===== src/rtl/output_display.sv =====
// Output stage for the 8-bit CPU: latches the bus on the OUT strobe, converts it to
// sign + three BCD digits with a serial double-dabble, and scans a 4-digit 7-segment display.
module output_display #(
  parameter int SCAN_DIV = 4
) (
  input  logic        clk,
  input  logic        reset,
  input  logic [7:0]  in,
  input  logic        load,
  input  logic        signed_mode,
  output logic [7:0]  value,
  output logic        busy,
  output logic        valid,
  output logic [11:0] digits,
  output logic        neg,
  output logic [6:0]  seg,
  output logic [3:0]  an
);

  localparam int DIV_W = (SCAN_DIV > 1) ? $clog2(SCAN_DIV) : 1;

  typedef enum logic [1:0] {IDLE, CONV, SHOW} state_t;

  state_t      state_reg, state_next;
  logic [7:0]  value_reg, value_next;
  logic [7:0]  src_reg, src_next;
  logic [11:0] scratch_reg, scratch_next;
  logic [11:0] digits_reg, digits_next;
  logic [2:0]  cnt_reg, cnt_next;
  logic        neg_reg, neg_next;
  logic        busy_reg, busy_next;
  logic        valid_reg, valid_next;
  logic [DIV_W-1:0] div_reg;
  logic [1:0]  idx_reg;

  logic [11:0] scratch_adj;
  logic [11:0] scratch_shift;
  logic [7:0]  mag;

  // Add-3 correction on every BCD nibble before each shift
  genvar gi;
  generate
    for (gi = 0; gi < 3; gi++) begin : g_adj
      assign scratch_adj[gi*4 +: 4] = (scratch_reg[gi*4 +: 4] >= 4'd5) ?
                                      scratch_reg[gi*4 +: 4] + 4'd3 :
                                      scratch_reg[gi*4 +: 4];
    end
  endgenerate

  assign scratch_shift = {scratch_adj[10:0], src_reg[7]};
  assign mag = (signed_mode & in[7]) ? (~in + 8'd1) : in;

  always_comb begin
    state_next   = state_reg;
    value_next   = value_reg;
    src_next     = src_reg;
    scratch_next = scratch_reg;
    digits_next  = digits_reg;
    cnt_next     = cnt_reg;
    neg_next     = neg_reg;
    busy_next    = busy_reg;
    valid_next   = valid_reg;
    if (load) begin
      // A new strobe always restarts, even on the would-be completion edge
      value_next   = in;
      neg_next     = signed_mode & in[7];
      scratch_next = 12'd0;
      src_next     = mag;
      cnt_next     = 3'd0;
      valid_next   = 1'b0;
      busy_next    = 1'b1;
      state_next   = CONV;
    end else if (state_reg == CONV) begin
      scratch_next = scratch_shift;
      src_next     = {src_reg[6:0], 1'b0};
      cnt_next     = cnt_reg + 3'd1;
      if (cnt_reg == 3'd7) begin
        digits_next = scratch_shift;
        busy_next   = 1'b0;
        valid_next  = 1'b1;
        state_next  = SHOW;
      end
    end
  end

  always_ff @(posedge clk) begin
    if (reset) begin
      state_reg   <= IDLE;
      value_reg   <= 8'd0;
      src_reg     <= 8'd0;
      scratch_reg <= 12'd0;
      digits_reg  <= 12'd0;
      cnt_reg     <= 3'd0;
      neg_reg     <= 1'b0;
      busy_reg    <= 1'b0;
      valid_reg   <= 1'b0;
    end else begin
      state_reg   <= state_next;
      value_reg   <= value_next;
      src_reg     <= src_next;
      scratch_reg <= scratch_next;
      digits_reg  <= digits_next;
      cnt_reg     <= cnt_next;
      neg_reg     <= neg_next;
      busy_reg    <= busy_next;
      valid_reg   <= valid_next;
    end
  end

  // Free-running scan, independent of conversions
  always_ff @(posedge clk) begin
    if (reset) begin
      div_reg <= '0;
      idx_reg <= 2'd0;
    end else if (div_reg == DIV_W'(SCAN_DIV - 1)) begin
      div_reg <= '0;
      idx_reg <= idx_reg + 2'd1;
    end else begin
      div_reg <= div_reg + DIV_W'(1);
    end
  end

  function automatic logic [6:0] seg_of(input logic [3:0] d);
    case (d)
      4'd0:    seg_of = 7'h3F;
      4'd1:    seg_of = 7'h06;
      4'd2:    seg_of = 7'h5B;
      4'd3:    seg_of = 7'h4F;
      4'd4:    seg_of = 7'h66;
      4'd5:    seg_of = 7'h6D;
      4'd6:    seg_of = 7'h7D;
      4'd7:    seg_of = 7'h07;
      4'd8:    seg_of = 7'h7F;
      4'd9:    seg_of = 7'h6F;
      default: seg_of = 7'h00;
    endcase
  endfunction

  always_comb begin
    an  = 4'b0000;
    seg = 7'h00;
    if (valid_reg) begin
      an = 4'b0001 << idx_reg;
      case (idx_reg)
        2'd0: seg = seg_of(digits_reg[3:0]);
        2'd1: seg = (digits_reg[11:4] == 8'd0) ? 7'h00 : seg_of(digits_reg[7:4]);
        2'd2: seg = (digits_reg[11:8] == 4'd0) ? 7'h00 : seg_of(digits_reg[11:8]);
        default: seg = neg_reg ? 7'h40 : 7'h00;
      endcase
    end
  end

  assign value  = value_reg;
  assign busy   = busy_reg;
  assign valid  = valid_reg;
  assign digits = digits_reg;
  assign neg    = neg_reg;

endmodule


===== config.mk =====
export PLATFORM = sky130hd
export DESIGN_NAME = output_display
export DESIGN_NICKNAME = d
export VERILOG_FILES = /design/src/rtl/output_display.sv
export SDC_FILE = /design/constraint.sdc
export NUM_CORES = 1
export LEC_CHECK = 0
export ABC_AREA = 1
export CELL_PAD_IN_SITES_DETAIL_PLACEMENT = 0
export CELL_PAD_IN_SITES_GLOBAL_PLACEMENT = 1
export CORE_UTILIZATION = 40
export DETAILED_ROUTE_END_ITERATION = 8
export PLACE_DENSITY = 0.82
export SYNTH_ARGS = -nofsm -noshare
export SYNTH_HDL_FRONTEND = slang
export SYNTH_SLANG_ARGS = --single-unit

===== constraint.sdc =====
create_clock -name clk -period 5.4 [get_ports clk]
set_input_delay 0.81 -clock clk [delete_from_list [all_inputs] [get_ports clk]]
set_output_delay 0.81 -clock clk [all_outputs]
set_load 0.05 [all_outputs]

==> results.cfg <==
[timing]
worst_pin_slew_ns = 0.530
setup_viol = 0
period_needed_ns = 3.33
fin_crit_sh_pct = 61.7
hold_viol = 0
tns_ns = 0
relSlewSlack_pct = 64.6
rsz0062_at_grt = false
drv_slew = 0
fin_skew_ns = 0.00932
fmaxAchievable_mhz = 300

[synthesis]
ys_seq_area_share_pct = 37.0
ys.warnings.count = 0
syn-cell-area_um2 = 3840
syn_inst = 523
synth-edff-count = 0
synthArstFlopShare_pct = 0
synth_ff_type = dfxtp_1
ys_ff_latch = 71
yosysUniqueCellTypes = 31
synth.avg_cell_area_um2 = 7.34
synth_fp_nets = 568

[layout]
nets = 612
drive_gt1_share_pct = 6.99
final_util_pct = 49.7
area_delta_synth_final_pct = 20.1
diodes = 0
final_cell_mix = nand2_1, dfxtp_1, inv_1
final_common_cell = nand2_1
fin_cells = 701

[worst_setup_path]
crit_chain = inv_1 > nand3_1 > nor3_1 > nand2_1 > nand3_1 > a21oi_1 > clkdlybuf4s50_1
required_ns = 4.59
ff2ff_setup_slack_ns = 2.91
worst-endpoint-arrival_ns = 2.52
rr_startpoint = valid$_SDFFE_PP0P_
cp_max_fo = 8
critPathMaxStageDelay_ns = 0.82
critPathBufInv = 2
start_kind = flip-flop
rr_worst_depth = 11
crit_cells = 7
cp_top_family = buffers and inverters
setup.worst_path.end_class = output pin
critical_path_class = flip-flop to output pin
crit_slowest_cell = clkdlybuf4s50_1
cp_common_cell = nand3_1

[route]
wl_per_cell_um = 12.8
drt_iter0_drc = 128
drc = 0
avgViaCountPerCell = 4.82
wl_um = 8970
first_pass_iters = 4
ant_nets = 0
num_vias = 3381

[placement]
gp_congestion = 0.869
port_buffers = 45
detailed_place_hpwl_um = 6720
dpl.cell_count = 685

[floorplan]
coreArea_um2 = 9280
die_width_um = 100
top_level_ports = 46
initial_core_util_pct = 41.4
die_h_um = 100
fp-row-count = 35
dieArea_um2 = 10000

[cts]
cts_tree = yes
htree_levels = 3
cts-root-buf = clkbuf_8
hold_buffers = 0
clock_latency_ns = 0.36
clock_path_buffers = 2
clk_pin_slew_ns = 0.08
cts_sinks = 71
cts-buffers-inserted = 9
cts.repair.resized = 0
postCtsSetupBuffers = 0

[min_path]
hold_end = div_reg[0]$_SDFF_PP0_
hold_start = div_reg[0]$_SDFF_PP0_
min_path_type = flip-flop to flip-flop
holdPathStages = 1

[global_routing]
antenna_found_initial = 0
track_usage_pct = 19.0
globalRoute.totalOverflow = 0
grt_pass1_wl_um = 14800
grt_pass1_vias = 3134
grt_max_degree = 21

[power_and_ir_drop]
pwr-share-seq_pct = 47.7
power.internal_mw = 0.854
pwr-share-comb_pct = 10.3
p_sw_share_pct = 26.0
p_switching_mw = 0.300
power.share.clock_pct = 42.0
peakVddDrop_mv = 0.132
p_leak_nw = 2.14
powerDensity_nw_per_um2 = 250

[flow_run]
drv_cap = 0

[status]
status = completed
## through the flow
stage / total power, mW / hold slack, ns / setup slack, ns / cell area [um2]
floorplan: 0.642 / 0.398 / 2.47 / 3840
global placement: 0.680 / 0.407 / 2.18 / 4390
detailed placement: 0.682 / 0.410 / 2.07 / 4390
CTS: 1.16 / 0.429 / 2.11 / 4610
global route: 1.20 / 0.455 / 1.93 / 4610
finish: 1.15 / 0.430 / 2.07 / 4610
## per-layer routing
layer  GRT usage [%]  part of all wire (%)
met5               0                     0
met2            31.8                    46
met4            6.35                   1.1
met1            25.2                    49
met3            2.72                   3.7
## worst max-delay path by stage
| stage | from | end | slack [ns] |
|---|---|---|---|
| after global routing | digits[10]$_SDFFE_PP0N_ | seg[3] | 1.93 |
| final | digits[10]$_SDFFE_PP0N_ | seg[3] | 2.07 |
| after floorplan | digits[10]$_SDFFE_PP0N_ | seg[0] | 2.47 |
| after detailed placement | load | flip-flop | 2.07 |
| after CTS | digits[10]$_SDFFE_PP0N_ | seg[3] | 2.11 |
| after global placement | load | flip-flop | 2.18 |
## area by class of cell
class                      instances  area, um2
tap                              129        161
fill                             962       4670
inverter                          68        255
sequential                        71       1420
clock inverter                     5       81.3
timing repair buffer              47        465
clock buffer                      11        141
multi-input combinational        370       2090
## cell usage after synthesis, types with 6 or more instances
| cell | count | share of area [%] |
|---|---|---|
| nand2_1 | 161 | 16 |
| a32oi_1 | 6 | 1.4 |
| dfxtp_1 | 71 | 37 |
| a21oi_1 | 28 | 3.6 |
| nand4_1 | 6 | 0.98 |
| o21ai_0 | 25 | 3.3 |
| inv_1 | 64 | 6.3 |
| nor2_1 | 25 | 2.4 |
| nand3b_1 | 11 | 2.1 |
| ha_1 | 33 | 11 |
| buf_2 | 6 | 0.78 |
| nand3_1 | 37 | 4.8 |
## power by group through the flow
stage	clock (mW)	combinational [mW]	sequential, mW
CTS	0.488	0.119	0.551
finish	0.485	0.119	0.550
detailed placement	0	0.119	0.563
global placement	0	0.118	0.562
floorplan	0	0.0671	0.575
global route	0.516	0.132	0.553
## cells by family after synthesis
family	Yosys count	synth area share, %
compound gates	76	12.3
xor+xnor	4	0.912
fa+ha+maj	33	10.7
buf+inv	82	8.63
flops	71	37.0
simple gates	257	30.4
Note: power is estimated with default switching activity, not from simulation.
